$ cat src/rtl/rv_pkg.sv
// Shared RV32I encoding constants, request op codes and loader FSM states
// for the nano_rv32i program loader.
package rv_pkg;
    localparam logic [6:0] OPC_OPIMM  = 7'b0010011;
    localparam logic [6:0] OPC_BRANCH = 7'b1100011;
    localparam logic [6:0] OPC_JAL    = 7'b1101111;
    localparam logic [6:0] OPC_LOAD   = 7'b0000011;
    localparam logic [6:0] OPC_STORE  = 7'b0100011;

    localparam logic [2:0] F3_ADDI = 3'b000;
    localparam logic [2:0] F3_BEQ  = 3'b000;
    localparam logic [2:0] F3_LW   = 3'b010;
    localparam logic [2:0] F3_SW   = 3'b010;

    typedef enum logic [2:0] {
        OP_ADDI = 3'd0,
        OP_BEQ  = 3'd1,
        OP_JAL  = 3'd2,
        OP_LW   = 3'd3,
        OP_SW   = 3'd4
    } op_e;

    typedef enum logic [1:0] {
        ST_IDLE  = 2'd0,
        ST_LOAD  = 2'd1,
        ST_DRAIN = 2'd2,
        ST_DONE  = 2'd3
    } state_e;

    localparam logic [1:0] ERR_BAD_OP  = 2'b01;
    localparam logic [1:0] ERR_BAD_IMM = 2'b10;
endpackage

$ cat src/rtl/instr_fields_enc.sv
// Combinational RV32I field packer: turns a symbolic request into a 32-bit
// instruction word and flags unknown ops or out-of-range immediates.
module instr_fields_enc
    import rv_pkg::*;
(
    input  logic [2:0]  op,
    input  logic [4:0]  rd,
    input  logic [4:0]  rs1,
    input  logic [4:0]  rs2,
    input  logic [20:0] imm,
    output logic [31:0] word,
    output logic        bad_op,
    output logic        bad_imm
);
    logic signed [20:0] imm_s;
    logic               fits_i;
    logic               fits_b;

    assign imm_s  = $signed(imm);
    assign fits_i = (imm_s >= -21'sd2048) && (imm_s <= 21'sd2047);
    // Branch offsets are halfword-granular, so an odd byte offset is unencodable.
    assign fits_b = (imm_s >= -21'sd4096) && (imm_s <= 21'sd4094) && !imm[0];

    always_comb begin
        word    = '0;
        bad_op  = 1'b0;
        bad_imm = 1'b0;
        case (op)
            OP_ADDI: begin
                word    = {imm[11:0], rs1, F3_ADDI, rd, OPC_OPIMM};
                bad_imm = !fits_i;
            end
            OP_LW: begin
                word    = {imm[11:0], rs1, F3_LW, rd, OPC_LOAD};
                bad_imm = !fits_i;
            end
            OP_SW: begin
                word    = {imm[11:5], rs2, rs1, F3_SW, imm[4:0], OPC_STORE};
                bad_imm = !fits_i;
            end
            OP_BEQ: begin
                word    = {imm[12], imm[10:5], rs2, rs1, F3_BEQ, imm[4:1], imm[11], OPC_BRANCH};
                bad_imm = !fits_b;
            end
            OP_JAL: begin
                word    = {imm[20], imm[10:1], imm[11], imm[19:12], rd, OPC_JAL};
                bad_imm = imm[0];
            end
            default: bad_op = 1'b1;
        endcase
    end
endmodule

$ cat src/rtl/instr_encoder.sv
// Program loader: accepts symbolic requests, encodes them and streams the
// words into consecutive instruction-memory locations through a one-deep output register.
module instr_encoder
    import rv_pkg::*;
#(
    parameter int          ADDR_W    = 10,
    parameter int          DEPTH     = 256,
    parameter int unsigned BASE_ADDR = 0
) (
    input  logic                    clk_i,
    input  logic                    rst_i,
    input  logic                    start_i,
    input  logic                    finish_i,
    input  logic                    req_valid_i,
    output logic                    req_ready_o,
    input  logic [2:0]              op_i,
    input  logic [4:0]              rd_i,
    input  logic [4:0]              rs1_i,
    input  logic [4:0]              rs2_i,
    input  logic [20:0]             imm_i,
    output logic                    imem_we_o,
    output logic [ADDR_W-1:0]       imem_addr_o,
    output logic [31:0]             imem_wdata_o,
    input  logic                    imem_ready_i,
    output logic [$clog2(DEPTH):0]  count_o,
    output logic                    busy_o,
    output logic                    done_o,
    output logic                    err_o,
    output logic [1:0]              err_code_o
);
    localparam int                CNT_W     = $clog2(DEPTH) + 1;
    localparam logic [CNT_W-1:0]  DEPTH_CNT = CNT_W'(DEPTH);
    localparam logic [CNT_W:0]    DEPTH_OCC = (CNT_W+1)'(DEPTH);
    localparam logic [ADDR_W-1:0] BASE_A    = ADDR_W'(BASE_ADDR);

    state_e            state_reg, state_next;
    logic              we_reg, we_next;
    logic [31:0]       wdata_reg, wdata_next;
    logic [CNT_W-1:0]  count_reg, count_next;
    logic              err_reg, err_next;
    logic [1:0]        err_code_reg, err_code_next;

    logic [31:0]       enc_word;
    logic              enc_bad_op;
    logic              enc_bad_imm;
    logic [CNT_W:0]    occupancy;
    logic              write_done;
    logic              accept;

    instr_fields_enc u_fields (
        .op      (op_i),
        .rd      (rd_i),
        .rs1     (rs1_i),
        .rs2     (rs2_i),
        .imm     (imm_i),
        .word    (enc_word),
        .bad_op  (enc_bad_op),
        .bad_imm (enc_bad_imm)
    );

    // Words committed plus the one waiting in the output register.
    assign occupancy   = {1'b0, count_reg} + {{CNT_W{1'b0}}, we_reg};
    assign write_done  = we_reg && imem_ready_i;
    assign req_ready_o = (state_reg == ST_LOAD) && (!we_reg || imem_ready_i)
                         && (occupancy < DEPTH_OCC);
    assign accept      = req_valid_i && req_ready_o;

    always_comb begin
        state_next    = state_reg;
        we_next       = we_reg;
        wdata_next    = wdata_reg;
        count_next    = count_reg + {{(CNT_W-1){1'b0}}, write_done};
        err_next      = err_reg;
        err_code_next = err_code_reg;

        if (write_done) begin
            we_next = 1'b0;
        end
        if (accept) begin
            if (!enc_bad_op && !enc_bad_imm) begin
                we_next    = 1'b1;
                wdata_next = enc_word;
            end else begin
                err_next = 1'b1;
                if (!err_reg) begin
                    err_code_next = enc_bad_op ? ERR_BAD_OP : ERR_BAD_IMM;
                end
            end
        end

        case (state_reg)
            ST_IDLE, ST_DONE: begin
                if (start_i) begin
                    state_next    = ST_LOAD;
                    count_next    = '0;
                    err_next      = 1'b0;
                    err_code_next = 2'b00;
                end
            end
            ST_LOAD: begin
                if (count_next == DEPTH_CNT) begin
                    state_next = ST_DONE;
                end else if (finish_i) begin
                    state_next = ST_DRAIN;
                end
            end
            ST_DRAIN: begin
                if ((count_next == DEPTH_CNT) || !we_next) begin
                    state_next = ST_DONE;
                end
            end
            default: state_next = ST_IDLE;
        endcase
    end

    always_ff @(posedge clk_i) begin
        if (rst_i) begin
            state_reg    <= ST_IDLE;
            we_reg       <= 1'b0;
            wdata_reg    <= '0;
            count_reg    <= '0;
            err_reg      <= 1'b0;
            err_code_reg <= 2'b00;
        end else begin
            state_reg    <= state_next;
            we_reg       <= we_next;
            wdata_reg    <= wdata_next;
            count_reg    <= count_next;
            err_reg      <= err_next;
            err_code_reg <= err_code_next;
        end
    end

    assign imem_we_o    = we_reg;
    assign imem_wdata_o = wdata_reg;
    assign imem_addr_o  = BASE_A + ADDR_W'({count_reg, 2'b00});
    assign count_o      = count_reg;
    assign busy_o       = (state_reg == ST_LOAD) || (state_reg == ST_DRAIN);
    assign done_o       = (state_reg == ST_DONE);
    assign err_o        = err_reg;
    assign err_code_o   = err_code_reg;
endmodule

$ cat config.mk
export PLATFORM = sky130hd
export DESIGN_NAME = instr_encoder
export DESIGN_NICKNAME = d
export VERILOG_FILES = /design/src/rtl/rv_pkg.sv /design/src/rtl/instr_fields_enc.sv /design/src/rtl/instr_encoder.sv
export SDC_FILE = /design/constraint.sdc
export NUM_CORES = 1
export LEC_CHECK = 0
export BUFFER_PORTS_ARGS = -buffer_cell sky130_fd_sc_hd__buf_2
export CORE_MARGIN = 2
export CORE_UTILIZATION = 52
export DETAILED_ROUTE_END_ITERATION = 16
export GPL_ROUTABILITY_DRIVEN = 0
export GPL_TIMING_DRIVEN = 1
export PLACE_DENSITY = 0.86
export SYNTH_ARGS = -nofsm -noshare
export SYNTH_HDL_FRONTEND = slang
export SYNTH_SLANG_ARGS = --single-unit
$ cat constraint.sdc
create_clock -name clk_i -period 3.62 [get_ports clk_i]
set_input_delay 0.362 -clock clk_i [delete_from_list [all_inputs] [get_ports clk_i]]
set_output_delay 0.362 -clock clk_i [all_outputs]
set_load 0.02 [all_outputs]
==> results.md <==
* Status: completed
* Max Cap Viol at 0
* Initial Util at 53.0%
* Postcts setup bufs at 0
* CTS clk-pin slew, worst paths at 0.08 ns
* Clock root buffer: clkbuf_8
* Max reg flops at 30
* Die Wd at 72.9 µm
* 1st-iter DRT viols at 176
* Wire length per cell at ~13 µm
* Static leakage at 0.00128 µW
* Cells after synthesis at 314
* Vias in the first global route at 2,189
* Peak Freq at ~370 MHz
* Layout cells sized above 1 at between 20% and 30%
* Site Rows at 25
* Mapped Avg Cell Area at a little under 8 µm²
* Peak supply drop at 0.000206 V
* Count of final setup violators at 0
* Post-Synth XOR/XNOR Area at roughly 2.5%
* Cts hold-fix bufs at 0
* CP startpoint kind: input port
* RSZ-0062 raised after global routing: false
* CTS H-tree lvls at 2
* Worst clock skew at 0.00619 ns
* Critical Path AT at about 2.9 ns
* Nets at 441
* Vias post-DR at 2,560
* Crit Path Max Fanout at 29
* Worst path max stage delay at around 0.78 ns
* # IOs at 103
* DP HPWL at 4520 µm
* CP required at around 3.8 ns
* Post-synth top flop: dfxtp_1
* Total power draw at 1220 µW
* Post-route ant nets at 0
* Cts repair resizes at 0
* CTS tree: yes
* Worst Tran Pin Value at 0.978 ns
* Count leader, synth: nor2_1
* Vias per inst at 5.74
* GR Overflow Total at 0
* CP Cell Sequence: buf_2 > or4_4 > nor4_4 > o221ai_2 > or3_1 > a221oi_1 > nor3_1
* DRT Wirelength at between 6000 and 7000 µm
* First-pass GRT wire length at 9630 µm
* Yosys Warn Count at 0
* Synth Area in Compound Gates at 19.2%
* Relative slew slack at around a third
* Sequential fraction of the synthesis area at 36.5%
* Largest net degree at the start of global routing at 37
* Total GRT Usage at 22.7%
* 1st-pass router iterations at 4
* Setup crit end kind: flop
* Post-synth ARST share at 0%
* Post-synth cell types at 48
* Largest cells by area after synthesis: dfxtp_1, nor2_1, nor3_1
* Final worst slack at 0.912 ns
* Die Y at 72.9 µm
* Pre-CTS WS at 0.624 ns
* Pwr/cell area at 411 nW/µm²
* Synth Area in Adders at 2.53%
* Final hold vios at 0
* Post-Syn Area at between 2000 and 2500 µm²
* Max-slew violations at 0
* Period minus WS final at 2.71 ns
* Clock buffer depth at 2
* Worst hold-check path type: input port to flop
* Mux contribution to synthesized area at 0.861%
* Synth area leader: dfxtp_1
* EDFF count, synth at 0
* Layout fillers at 413
* Final setup TNS at 0 ns
* # DRC at 0
* Initial antenna violation count at 0
* Cts bufs inserted at 5
* Crit-path slowest cell: or3_1
* IO buf count at 100
* Synth cell count leaders: nor2_1, dfxtp_1, nor3_1
* CORE AREA at ~4700 µm²
* Worst skew pair latency at 0.29 ns
* Clock sink total at 45
* Final Cycle Share at 74.8%
* Register bit total from synthesis at 45
* N_diodes at 0
* Post-Synth Simple-Gate Area at 30.2%
* Layout area overhead at 20.2%
* Critical Setup Path Class: input port to flop
* Die area at 5320 µm²
* Top-area cell type share of the netlist area at 36.5%
* Largest family of logic cells by synthesized area: simple AND/OR/NAND/NOR gates
-- placed cells by master, fill, tap and decap left out, drive strengths merged, types with 3 or more instances in the layout --
| cell | n |
|---|---|
| buf | 101 |
| nor2 | 46 |
| dfxtp | 45 |
| nor3 | 24 |
| a21oi | 23 |
| nand2 | 20 |
| nand3 | 15 |
| a211oi | 14 |
| nor2b | 11 |
| inv | 8 |
| a221oi | 8 |
| nand4 | 7 |
| clkbuf | 7 |
| or3 | 6 |
| xnor2 | 5 |
| ha | 5 |
| nand2b | 4 |
| o21ai | 4 |
| nor4 | 3 |
-- per-stage QoR --
step                area, µm²  utilization [%]  hold slack (ns)  instances
floorplan                2470                -            0.514        315
global placement         2890             61.9            0.435        438
detailed placement       2890             61.9            0.444        438
CTS                      2970             63.7            0.324        446
global route             2970             63.7            0.328        446
finish                   2970             63.7            0.330        446
-- worst paths after layout --
path	startpoint	endpoint	slack, ns	depth (start not counted)
min	imm_i[6]	imem_wdata_o[26]$_SDFFE_PP0P_	0.33	3
max reg2reg	state_reg[0]$_SDFFE_PP0P_	imem_wdata_o[22]$_SDFFE_PP0P_	1.13	6
max	imm_i[12]	imem_wdata_o[22]$_SDFFE_PP0P_	0.91	7
min reg2reg	imem_wdata_o[25]$_SDFFE_PP0P_	imem_wdata_o[25]$_SDFFE_PP0P_	0.45	2
-- routing by layer --
layer / share of wire, % / up-vias / wire [µm] / GRT usage (%)
li1: - / 1267 / - / -
met1: 43 / 1179 / 2590 / 29.9
met2: 47 / 101 / 2830 / 35.7
met3: 7.5 / 13 / 452 / 5.94
met4: 2.2 / 0 / 131 / 8.85
met5: 0 / - / 0 / 0
-- cells by family after synthesis --
| group | Yosys count |
|---|---|
| flip-flops | 45 |
| buffers and inverters | 40 |
| XOR/XNOR | 7 |
| AO/OA/AOI/OAI | 67 |
| multiplexers | 2 |
| other | 1 |
| adder cells (fa/ha/maj) | 5 |
| AND/OR/NAND/NOR | 147 |
-- worst max-delay path: cells and delay by family --
family / cells / cell delay [ns]
and+or+nand+nor: 4 / 1.77
AOI/OAI and AO/OA: 2 / 0.59
buffers and inverters: 1 / 0.12
-- cell type report --
| cell class | instances | area, µm² | area share (%) |
|---|---|---|---|
| clock inverter | 1 | 7.51 | 0.253 |
| timing repair buffer | 101 | 508 | 17.1 |
| clock buffer | 7 | 76.3 | 2.57 |
| tap | 54 | 67.6 | 2.27 |
| multi-input combinational | 230 | 1380 | 46.5 |
| inverter | 8 | 30.0 | 1.01 |
| sequential | 45 | 901 | 30.3 |
-- power by group --
| group | internal (µW) | switching [µW] | leakage [µW] |
|---|---|---|---|
| registers | 529 | 24.4 | 0.000364 |
| logic | 137 | 232 | 0.000876 |
| clock network | 137 | 162 | 0.0000385 |
| total | 802 | 419 | 0.00128 |
No activity file was read; power rests on OpenSTA's default activity.
